==> src/rtl/cdc_hs_src.sv <==
// cdc_hs_src
// ----------
// Source-side end of a two-phase (toggle) request/acknowledge CDC handshake.
// A word accepted from a valid/ready producer is registered onto cdc_data.
// cdc_req then toggles toward the destination domain. The block holds both
// until the destination's acknowledge toggle, resynchronized internally,
// matches cdc_req in parity. Only then is the next word accepted.
//
// Handshake: a word moves on every rising clk edge where in_vld && in_rdy.
// in_data is sampled only on that edge. in_vld may drop without acceptance,
// and that has no effect.
//
// Ports:
//   clk          source clock, all logic on its rising edge
//   s_rst        synchronous active-high reset
//   in_data      word to transfer (DATA_W)
//   in_vld       producer valid
//   in_rdy       block can accept a word (state IDLE)
//   cdc_data     registered word, stable while a transfer is pending
//   cdc_req      registered request toggle level to the destination domain
//   cdc_ack      acknowledge toggle level from the destination (asynchronous)
//   busy         transfer outstanding (state WAIT_ACK)
//   timeout_err  sticky acknowledge-watchdog error
//
// Build option: define CDC_HS_SRC_TIMEOUT_EN to enable the acknowledge
// watchdog. It sets timeout_err after TIMEOUT_CYCLES WAIT_ACK cycles. Without
// the macro, timeout_err is constant 0.

module cdc_hs_src #(
    parameter int DATA_W         = 32,
    parameter int SYNC_STAGES    = 2,
    parameter int TIMEOUT_CYCLES = 1024
) (
    input  logic              clk,
    input  logic              s_rst,
    input  logic [DATA_W-1:0] in_data,
    input  logic              in_vld,
    output logic              in_rdy,
    output logic [DATA_W-1:0] cdc_data,
    output logic              cdc_req,
    input  logic              cdc_ack,
    output logic              busy,
    output logic              timeout_err
);

    typedef enum logic {
        IDLE     = 1'b0,
        WAIT_ACK = 1'b1
    } state_t;

    state_t                 state;
    state_t                 state_nxt;
    logic [SYNC_STAGES-1:0] ack_sync_q;
    logic                   ack_sync;
    logic                   accept;

    // The first chain flop is the only point that samples the asynchronous
    // cdc_ack. Only the last flop feeds the parity compare.
    always_ff @(posedge clk) begin
        if (s_rst) begin
            ack_sync_q <= '0;
        end else begin
            ack_sync_q <= {ack_sync_q[SYNC_STAGES-2:0], cdc_ack};
        end
    end

    assign ack_sync = ack_sync_q[SYNC_STAGES-1];
    assign accept   = in_vld & in_rdy;

    // State register
    always_ff @(posedge clk) begin
        if (s_rst) begin
            state <= IDLE;
        end else begin
            state <= state_nxt;
        end
    end

    // Next-state logic. Ack parity is examined only in WAIT_ACK, so an ack
    // toggle that arrives while idle is ignored.
    always_comb begin
        state_nxt = state;
        case (state)
            IDLE:     if (in_vld)              state_nxt = WAIT_ACK;
            WAIT_ACK: if (ack_sync == cdc_req) state_nxt = IDLE;
            default:                           state_nxt = IDLE;
        endcase
    end

    // Outputs decoded from registered state only
    always_comb begin
        in_rdy = (state == IDLE);
        busy   = (state == WAIT_ACK);
    end

    // Data/request registers change only on accept. A reset abandons any
    // pending transfer and returns cdc_req to 0.
    always_ff @(posedge clk) begin
        if (s_rst) begin
            cdc_data <= '0;
            cdc_req  <= 1'b0;
        end else if (accept) begin
            cdc_data <= in_data;
            cdc_req  <= ~cdc_req;
        end
    end

`ifdef CDC_HS_SRC_TIMEOUT_EN
    localparam int              CNT_W   = $clog2(TIMEOUT_CYCLES + 1);
    localparam logic [CNT_W-1:0] CNT_MAX = CNT_W'(TIMEOUT_CYCLES);

    logic [CNT_W-1:0] wd_cnt;
    logic [CNT_W-1:0] wd_cnt_inc;
    logic             err_q;

    assign wd_cnt_inc = wd_cnt + CNT_W'(1);

    // The counter saturates at the limit. The error flag is sticky until
    // reset. The FSM keeps waiting, so a late ack still completes the transfer.
    always_ff @(posedge clk) begin
        if (s_rst) begin
            wd_cnt <= '0;
            err_q  <= 1'b0;
        end else if (accept) begin
            wd_cnt <= '0;
        end else if (state == WAIT_ACK && wd_cnt != CNT_MAX) begin
            wd_cnt <= wd_cnt_inc;
            if (wd_cnt_inc == CNT_MAX) begin
                err_q <= 1'b1;
            end
        end
    end

    assign timeout_err = err_q;
`else
    // The watchdog is absent. The limit parameter appears here only so that
    // it stays referenced. The expression is constant 0.
    assign timeout_err = 1'b0 & (TIMEOUT_CYCLES != 0);
`endif

endmodule

==> config.mk <==
export PLATFORM = sky130hd
export DESIGN_NAME = cdc_hs_src
export DESIGN_NICKNAME = d
export VERILOG_FILES = /design/src/rtl/cdc_hs_src.sv
export SDC_FILE = /design/constraint.sdc
export NUM_CORES = 1
export LEC_CHECK = 0
export CAP_MARGIN = 0
export CORE_MARGIN = 8
export CORE_UTILIZATION = 39
export DETAILED_ROUTE_END_ITERATION = 10
export MAX_ROUTING_LAYER = met4
export PLACE_DENSITY = 0.79
export SLEW_MARGIN = 10
export SYNTH_ARGS = -nofsm -noshare
export SYNTH_HDL_FRONTEND = slang
export SYNTH_SLANG_ARGS = --single-unit
export TNS_END_PERCENT = 5
==> constraint.sdc <==
create_clock -name clk -period 1.28 [get_ports clk]
set_input_delay 0.256 -clock clk [delete_from_list [all_inputs] [get_ports clk]]
set_output_delay 0.256 -clock clk [all_outputs]
set_load 0.01 [all_outputs]
==> metrics, run 1 <==
die height approximately 76 microns; number of warning messages in the yosys log 0; fraction of the yosys area taken by sequential cells 0.521; Crit path arrival time roughly 0.98 ns; Total Wirelength 3360 microns; initial antenna violation count 0; initial core utilization 0.411; clock sink count 36; DP Wirelength roughly 2500 microns; Cell Pwr Density 1090 nW/um^2; max_cap viols 0; Post-Synthesis Cells 155; fin crit share 0.962; final setup vio count 0; Hold Path Sink cdc_data[15]; ANT cells 0; root buffer cell clkbuf_4; Worst-path clk slew 0.10 ns; TritonRoute pass-1 iters 4; largest net degree at the start of global routing 35; fillers 326; Post-synth EDFFs 0; full die area 5710 sq um; Netlist cell types 18; GRT Resource Usage Total 0.129; drt initial violations 75; worst skew pair latency between 0.3 and 0.4 ns; share of cells above drive strength 1 0.134; FP Rows 21; Ports 72; critical path launch point type flop; DIE WIDTH 75.5 microns; Achievable Freq a little over 0.8 GHz; CTS Buffer Depth 2; Synth-to-Final Area Change 50.7%; RSZ-0062 raised after global routing yes; Primary FF master, synth dfxtp_1; VDD IR-drop max 0.630 mV; Placer Congestion 0.644; H-tree Lvls 2; placed cell areas 2060 sq um; mapped cell area 1380 sq um; crit path time final 1.23 ns; met2 WL 1410 microns; total nets after synthesis about 190; Finished Core Util 0.619; Async SR Flop Fraction 0; Vias 1208; post-route ant nets 0; wire length on met1 1530 microns; syn_area_per_cell 8.92 sq um; Leak 0.000882 uW; # port buffers 70; Crit. End Element output port; Avg WL per Cell 12.4 microns; final clock skew 0.00805 ns; CTS tree done; vias in the first global route 1184; setup slack, reg-to-reg roughly 0.21 ns; cts bufs inserted 5; post-route cell area 2080 sq um; hold path depth 2; core area about 3400 sq um; critical path class flop to output port; #FFs+latches synth 36; Max Used Layer met4; fin nets 259; reg2reg path depth 3; met3 WL roughly 380 microns; Crit path required time 1.02 ns; Slew Viols, Final 0; Max FO, Critical Path 5; Setup Buffers After CTS 0; vias per cell 4.47; GRT overflow 0; status completed; Worst R2R Start busy; Worst Hold Class input port to flop; # DRC 0; Hold Path Origin s_rst; reg-to-reg endpoint cdc_data[11]; Final Hold Vio Count 0; global-route wire length before repair 5400 microns
-- through the flow --
step                      cells  worst slack (ns)  power (uW)  TNS, ns  hold WS (ns)
final                       270            0.0489        2280        0         0.308
after global routing        270           -0.0213        2440  -0.0213         0.286
after CTS                   270           0.00958        2320        0         0.296
after detailed placement    262            -0.181        1740    -5.29         0.423
after global placement      262            -0.162        1740    -4.68         0.419
after floorplan             155             0.241        1500        0         0.384
-- worst max-delay path, cell delays in order, from the launching register on --
cell and delay, ns:
dfxtp_4 0.37, inv_1 0.05, clkdlybuf4s15_1 0.23
-- routing by layer --
metal | vias up | GRT usage
met5 | - | -
met4 | 0 | 0.0448
met3 | 7 | 0.0671
met2 | 50 | 0.184
met1 | 529 | 0.152
li1 | 622 | -
-- worst max path at each step --
stage                start      endpoint  slack (ns)  cells after the start
floorplan             busy  cdc_data[10]        0.24                      4
global placement    in_vld  cdc_data[30]       -0.16                      4
detailed placement  in_vld   cdc_data[1]       -0.18                      4
CTS                   busy          busy        0.01                      1
global route          busy        in_rdy       -0.02                      2
finish                busy        in_rdy        0.05                      2
-- state kept, by name (all words and copies together) (netlist names) --
signal and count:
busy 1, ack_sync_q 2, cdc_req 1, cdc_data 32
-- cells by family (layout without fill, tap and decap cells) --
group,after synthesis,in the layout,synth area share
simple gates,70,70,0.203
flops,36,36,0.521
compound gates,33,33,0.157
buf+inv,13,82,0.103
xor+xnor,2,2,0.0127
other cells,1,1,0.00271
-- synth_stat cells, types with 2 or more instances --
| cell type | instances | share of area |
|---|---|---|
| buf_12 | 3 | 0.043 |
| nor2_1 | 2 | 0.0054 |
| nor2b_1 | 2 | 0.0090 |
| buf_2 | 3 | 0.011 |
| dfxtp_1 | 36 | 0.52 |
| clkbuf_8 | 3 | 0.030 |
| a21oi_1 | 19 | 0.069 |
| a21oi_2 | 14 | 0.089 |
| nand2_1 | 64 | 0.17 |
-- area by class of cell --
class | count | area, sq um | share of cell area
repair buffers | 73 | 718 | 0.345
inverters | 1 | 3.75 | 0.00180
multi-input cells | 106 | 519 | 0.249
well taps | 46 | 57.6 | 0.0276
clock buffers | 8 | 58.8 | 0.0282
flip-flops and latches | 36 | 726 | 0.348
-- where the power goes --
part | leakage, uW | internal [uW] | switching (uW)
clock network | 0.0000326 | 271 | 343
logic | 0.000552 | 239 | 200
registers | 0.000297 | 1190 | 34.6
total | 0.000882 | 1700 | 577
-- timing repair --
action | in CTS | in global routing
endpoints found under the setup margin | 35 | 13
gates resized for setup | 38 | 15
pin swaps | 0 | 0
gates cloned | 0 | 0
hold buffers | 0 | 0
-- placed cells by master (no fill, tap or decap) --
cell              n
nand2_1          64
dfxtp_1          34
clkdlybuf4s50_1  34
dlygate4sd2_1    22
a21oi_1          19
a21oi_2          14
clkdlybuf4s15_1  11
clkbuf_4          5
buf_12            3
nor2b_1           2
nor2_1            2
clkbuf_1          2
clkbuf_2          2
inv_1             1
nor2b_2           1
or2b_4            1
xor2_1            1
xnor2_1           1
conb_1            1
dfxtp_4           1
dfxtp_2           1
clkbuf_8          1
buf_2             1
(Power assumes the default switching activity.)
==> inputs of run 2 (changes only) <==
--- a/config.mk
+++ b/config.mk
@@ -15,4 +15,3 @@
 export SYNTH_ARGS = -nofsm -noshare
 export SYNTH_HDL_FRONTEND = slang
 export SYNTH_SLANG_ARGS = --single-unit
-export TNS_END_PERCENT = 5
==> run 2 against run 1 <==
Against the previous run: maximum frequency grew 2.3%; global-route usage is 0.056 points higher; die area stayed put; via count grew 0.75%; sequential share of layout area is 0.20 points lower; wire length is 0.18% higher; power increased by 0.22%; sequential power hardly changed; core utilization increased by 0.15 points; sequential cell count stayed put; register-to-register slack worse by 0.10 ns; final cell count up 0.37%.
==> metrics, run 2 (synthesis gave the netlist of run 1 again) <==
CTS tree done; vias per cell 4.49 (+0.37%); Crit. End Element output port; most frequent cells in the layout nand2_1, dfxtp_1, clkdlybuf4s50_1; Worst Setup Slack, final 0.0766 ns (+0.0277 ns); Achievable Freq 0.831 GHz (+2.3%); Synth-to-Final Area Change 51.0%; vias in the first global route 1190 (+0.51%); post-route ant nets 0 (unchanged); Critical-path top delay cell dfxtp_1; largest net degree at the start of global routing 35 (unchanged); largest registers cdc_data (32), ack_sync_q (2); worst skew pair latency 0.33 ns (about the same); status completed; global-route wire length before repair 5430 microns (+0.52%); family with the most delay on the worst path flip-flops; placed cell areas 2060 sq um (unchanged); final setup vio count 0 (unchanged); cts bufs inserted 5 (unchanged); fin nets 260 (+0.39%); ANT cells 0 (unchanged); critical path class flop to output port; cts-stage hold buffer count 0 (unchanged); CP cell instances dlygate4sd2_1; TritonRoute pass-1 iters 4 (unchanged); root buffer cell clkbuf_4; worst path bufs/invs 1 (-1); die height 75.5 microns (unchanged); crit path time final 1.20 ns (-0.0277 ns); DP Wirelength 2480 microns (unchanged); Slew Viols, Final 0 (unchanged); Final Hold Vio Count 0 (unchanged); final clock skew 0.00843 ns (+0.000381 ns); Crit path arrival time 0.95 ns (-0.03 ns); critical path launch point type flop; DIE WIDTH 75.5 microns (unchanged); Cell Count, Final, Fillers Out 271 (+0.37%); DP Worst Slack -0.181 ns (unchanged); VDD IR-drop max 0.632 mV (+0.19%); max FFs per register 32 (unchanged); Placer Congestion 0.644 (unchanged); Vias 1217 (+0.75%); initial antenna violation count 0 (unchanged); GRT overflow 0 (unchanged); core area 3360 sq um (unchanged); Cell Pwr Density 1090 nW/um^2 (about the same); Ports 72 (unchanged); RSZ-0062 raised after global routing no; most common cell after layout, fill and taps aside nand2_1; GRT Resource Usage Total 0.130 (+0.000561); max_cap viols 0 (unchanged); fin crit share 0.940 (-0.0217); Worst-path clk slew 0.10 ns (about the same); Crit path required time 1.02 ns (about the same); Leak 0.000886 uW (+0.49%); CTS Buffer Depth 2 (unchanged); clock sink count 36 (unchanged); fillers 329 (+0.92%); FP Rows 21 (unchanged); Finished Core Util 0.621 (+0.00149); # DRC 0 (unchanged); max incr delay on CP 0.35 ns (-0.02 ns); Worst Hold Class input port to flop; drt initial violations 77 (+2.7%); Total Wirelength 3370 microns (+0.18%); # port buffers 70 (unchanged); Max FO, Critical Path 2 (-3); dpl cells 262 (unchanged); total power 2280 uW (+0.22%); share of cells above drive strength 1 0.138 (+0.00385); post-route cell area 2090 sq um (+0.24%); full die area 5710 sq um (unchanged); Avg WL per Cell 12.4 microns (-0.19%); largest reg by FF count cdc_data; initial core utilization 0.411 (unchanged); H-tree Lvls 2 (unchanged)
run 2: cell types whose count changed in the layout (fill, tap and decap cells not counted), sizes merged:
cell and change:
buf +1
run 2: repair_timing:
action,in CTS,in global routing
hold endpoints to repair,0,0
endpoints found under the setup margin,35,13
buffers inserted,1,0
gates resized for setup,37,15
run 2: final timing paths:
path | cells past startpoint | startpoint | slack (ns) | to
setup reg to reg | 4 | busy | 0.11 | cdc_data[11]
hold reg to reg | 1 | ack_sync_q[0] | 0.45 | ack_sync_q[1]
setup / recovery | 1 | cdc_data[16] | 0.08 | cdc_data[16]
hold / removal | 2 | s_rst | 0.31 | cdc_data[15]
run 2: cell type report:
cell class	instances	area [sq um]	share of cell area
clock buffers	8	58.8	0.0282
flip-flops and latches	36	723	0.346
repair buffers	74	726	0.348
inverters	1	3.75	0.00180
well taps	46	57.6	0.0276
multi-input cells	106	519	0.249
run 2: report_power, final:
group          internal (uW)  total, uW  switching, uW
logic                    242        444            202
clock network            271        614            343
registers               1190       1230           33.6
run 2: routing by layer:
layer	up-vias	global-route usage	share of wire
met5	-	-	0
met4	0	0.0448	0.012
met3	7	0.0671	0.11
met2	50	0.185	0.42
met1	536	0.152	0.45
li1	624	-	-
run 2: metrics by stage:
step | hold slack [ns] | setup TNS (ns)
2_1_floorplan | 0.384 | 0
3_3_place_gp | 0.419 | -4.68
3_5_place_dp | 0.423 | -5.29
4_1_cts | 0.296 | 0
5_1_grt | 0.286 | 0
6_report | 0.308 | 0
==> inputs of run 3 (changes only) <==
==> constraint.sdc (replaced) <==
create_clock -name clk -period 1.2 [get_ports clk]
set_input_delay 0.24 -clock clk [delete_from_list [all_inputs] [get_ports clk]]
set_output_delay 0.24 -clock clk [all_outputs]
set_load 0.01 [all_outputs]
==> run 3 against run 2 <==
Against the previous run: wire length increased by 7.5%; clock skew decreased by 0.0053 ns; die area unchanged; critical path depth unchanged; power increased by 6.9%; setup slack got worse by 0.010 ns; clock power increased by 7.8%; core utilization decreased by 3.0 points; sequential cell count unchanged; critical endpoint is now cdc_data[10].
==> metrics, run 3 (synthesis gave the netlist of run 1 again) <==
Synth-to-Final Area Change 43.8%; Crit path arrival time 0.89 ns (-0.06 ns); Clock power frac 0.271 (+0.002); clock sink count 36 (unchanged); Leak 0.000845 uW (-4.6%); post-route ant nets 0 (unchanged); family with the most delay on the worst path flip-flops; critical path class flop to output port; total power 2440 uW (+6.9%); Cell Pwr Density 1230 nW/um^2 (+12%); Achievable Freq about 0.9 GHz; final setup vio count 0 (unchanged); Worst Hold Class input port to flop; Max FO, Critical Path 2 (unchanged); largest registers cdc_data (32), ack_sync_q (2); max_cap viols 0 (unchanged); Total Wirelength 3620 microns (+7.5%); part of the power in registers 0.535 (-0.002); fin nets 265 (+1.9%); global-route wire length before repair 5550 microns (+2.3%); Slew Viols, Final 0 (unchanged); critical path launch point type flop; met3 global-route usage 0.0789 (+0.0118); Crit. End Element output port; drt initial violations 61 (-21%); most common cell after layout, fill and taps aside nand2_1; worst skew pair latency 0.33 ns (about the same); final clock skew 0.00316 ns (-0.00527 ns); Cell Count, Final, Fillers Out 276 (+1.8%); CTS tree done; DP Worst Slack -0.229 ns (-0.0476 ns); TritonRoute pass-1 iters 4 (unchanged); full die area 5710 sq um (unchanged); root buffer cell clkbuf_4; ANT cells 0 (unchanged); Crit path required time 0.96 ns (-0.06 ns); max incr delay on CP 0.34 ns (about the same); GRT overflow 0 (unchanged); dpl cells 264 (+0.76%); initial antenna violation count 0 (unchanged); met1 GRT Util 0.151 (-0.00143); placed cell areas 2050 sq um (-0.49%); vias per cell 4.46 (-0.60%); initial core utilization 0.411 (unchanged); Critical-path top delay cell dfxtp_2; vias in the first global route 1200 (+0.84%); Worst Setup Slack, final 0.0665 ns (-0.0102 ns); FP Rows 21 (unchanged); DP Wirelength 2590 microns (+4.6%); cts-stage hold buffer count 0 (unchanged); max FFs per register 32 (unchanged); Ports 72 (unchanged); GRT Resource Usage Total 0.134 (+0.00396); largest net degree at the start of global routing 33 (-5.7%); cts bufs inserted 5 (unchanged); Vias 1232 (+1.2%); DIE WIDTH 75.5 microns (unchanged); Final Hold Vio Count 0 (unchanged); share of cells above drive strength 1 0.309 (+0.171); VDD IR-drop max 0.741 mV (+17%); most frequent cells in the layout nand2_1, clkdlybuf4s50_1, dfxtp_1; CP cell instances clkdlybuf4s15_2; RSZ-0062 raised after global routing no; Internal 1810 uW (+6.1%); Avg WL per Cell 13.1 microns (+5.6%); H-tree Lvls 2 (unchanged); # DRC 0 (unchanged); Hold WS 0.236 ns (-0.0729 ns); CTS Buffer Depth 2 (unchanged); fin crit share 0.945; post-route cell area 1990 sq um (-4.8%); largest reg by FF count cdc_data; Comb power frac 0.193 (about the same); Placer Congestion 0.652 (+1.3%); crit path time final 1.13 ns; die height 75.5 microns (unchanged); P_sw 632 uW (+9.2%); switching part of the total power 0.259 (+0.00548); Worst-path clk slew 0.10 ns (about the same); status completed; GR peak layer met2; worst path bufs/invs 1 (unchanged); GR Util met2 0.198 (+0.0125); core area 3360 sq um (unchanged); # port buffers 70 (unchanged)
-- run 3: cell count changes in the layout (fill, tap and decap cells not counted), moves of 3 or more --
cell	change
buf_2	+3
buf_4	+4
clkdlybuf4s15_1	-11
clkbuf_2	+29
dlygate4sd2_1	-22
-- run 3: cell type report --
type	instances	area, sq um
Sequential cell	36	726
Multi-Input combinational cell	107	536
Inverter	1	3.75
Timing Repair Buffer	78	607
Fill cell	359	1380
Clock buffer	8	58.8
Tap cell	46	57.6
-- run 3: what timing repair did --
action                     in CTS  in global routing
gates resized for setup        64                 52
gates cloned                    0                  1
setup buffers                   1                  2
setup endpoints to repair      35                 50
-- run 3: metal layers --
layer,vias up,wire (microns)
li1,639,-
met1,536,1520
met2,50,1640
met3,7,395
met4,0,63
met5,-,0
-- run 3: power groups by stage --
stage | registers [uW] | clock network (uW) | logic, uW
after detailed placement | 1330 | 0 | 523
after CTS | 1310 | 688 | 493
after floorplan | 1370 | 0 | 227
after global routing | 1320 | 754 | 523
after global placement | 1330 | 0 | 518
final | 1310 | 662 | 472
-- run 3: per-stage QoR --
step / utilization / setup TNS, ns
finish: 0.591 / 0
global route: 0.591 / 0
detailed placement: 0.609 / -7.23
global placement: 0.609 / -6.70
CTS: 0.626 / 0
floorplan: - / 0
-- run 3: final timing paths --
check,start,end,slack [ns],depth (start not counted)
min reg2reg,cdc_data[5],cdc_data[5],0.46,2
max,cdc_data[10],cdc_data[10],0.07,1
min,s_rst,busy,0.24,2
max reg2reg,busy,cdc_data[30],0.11,4
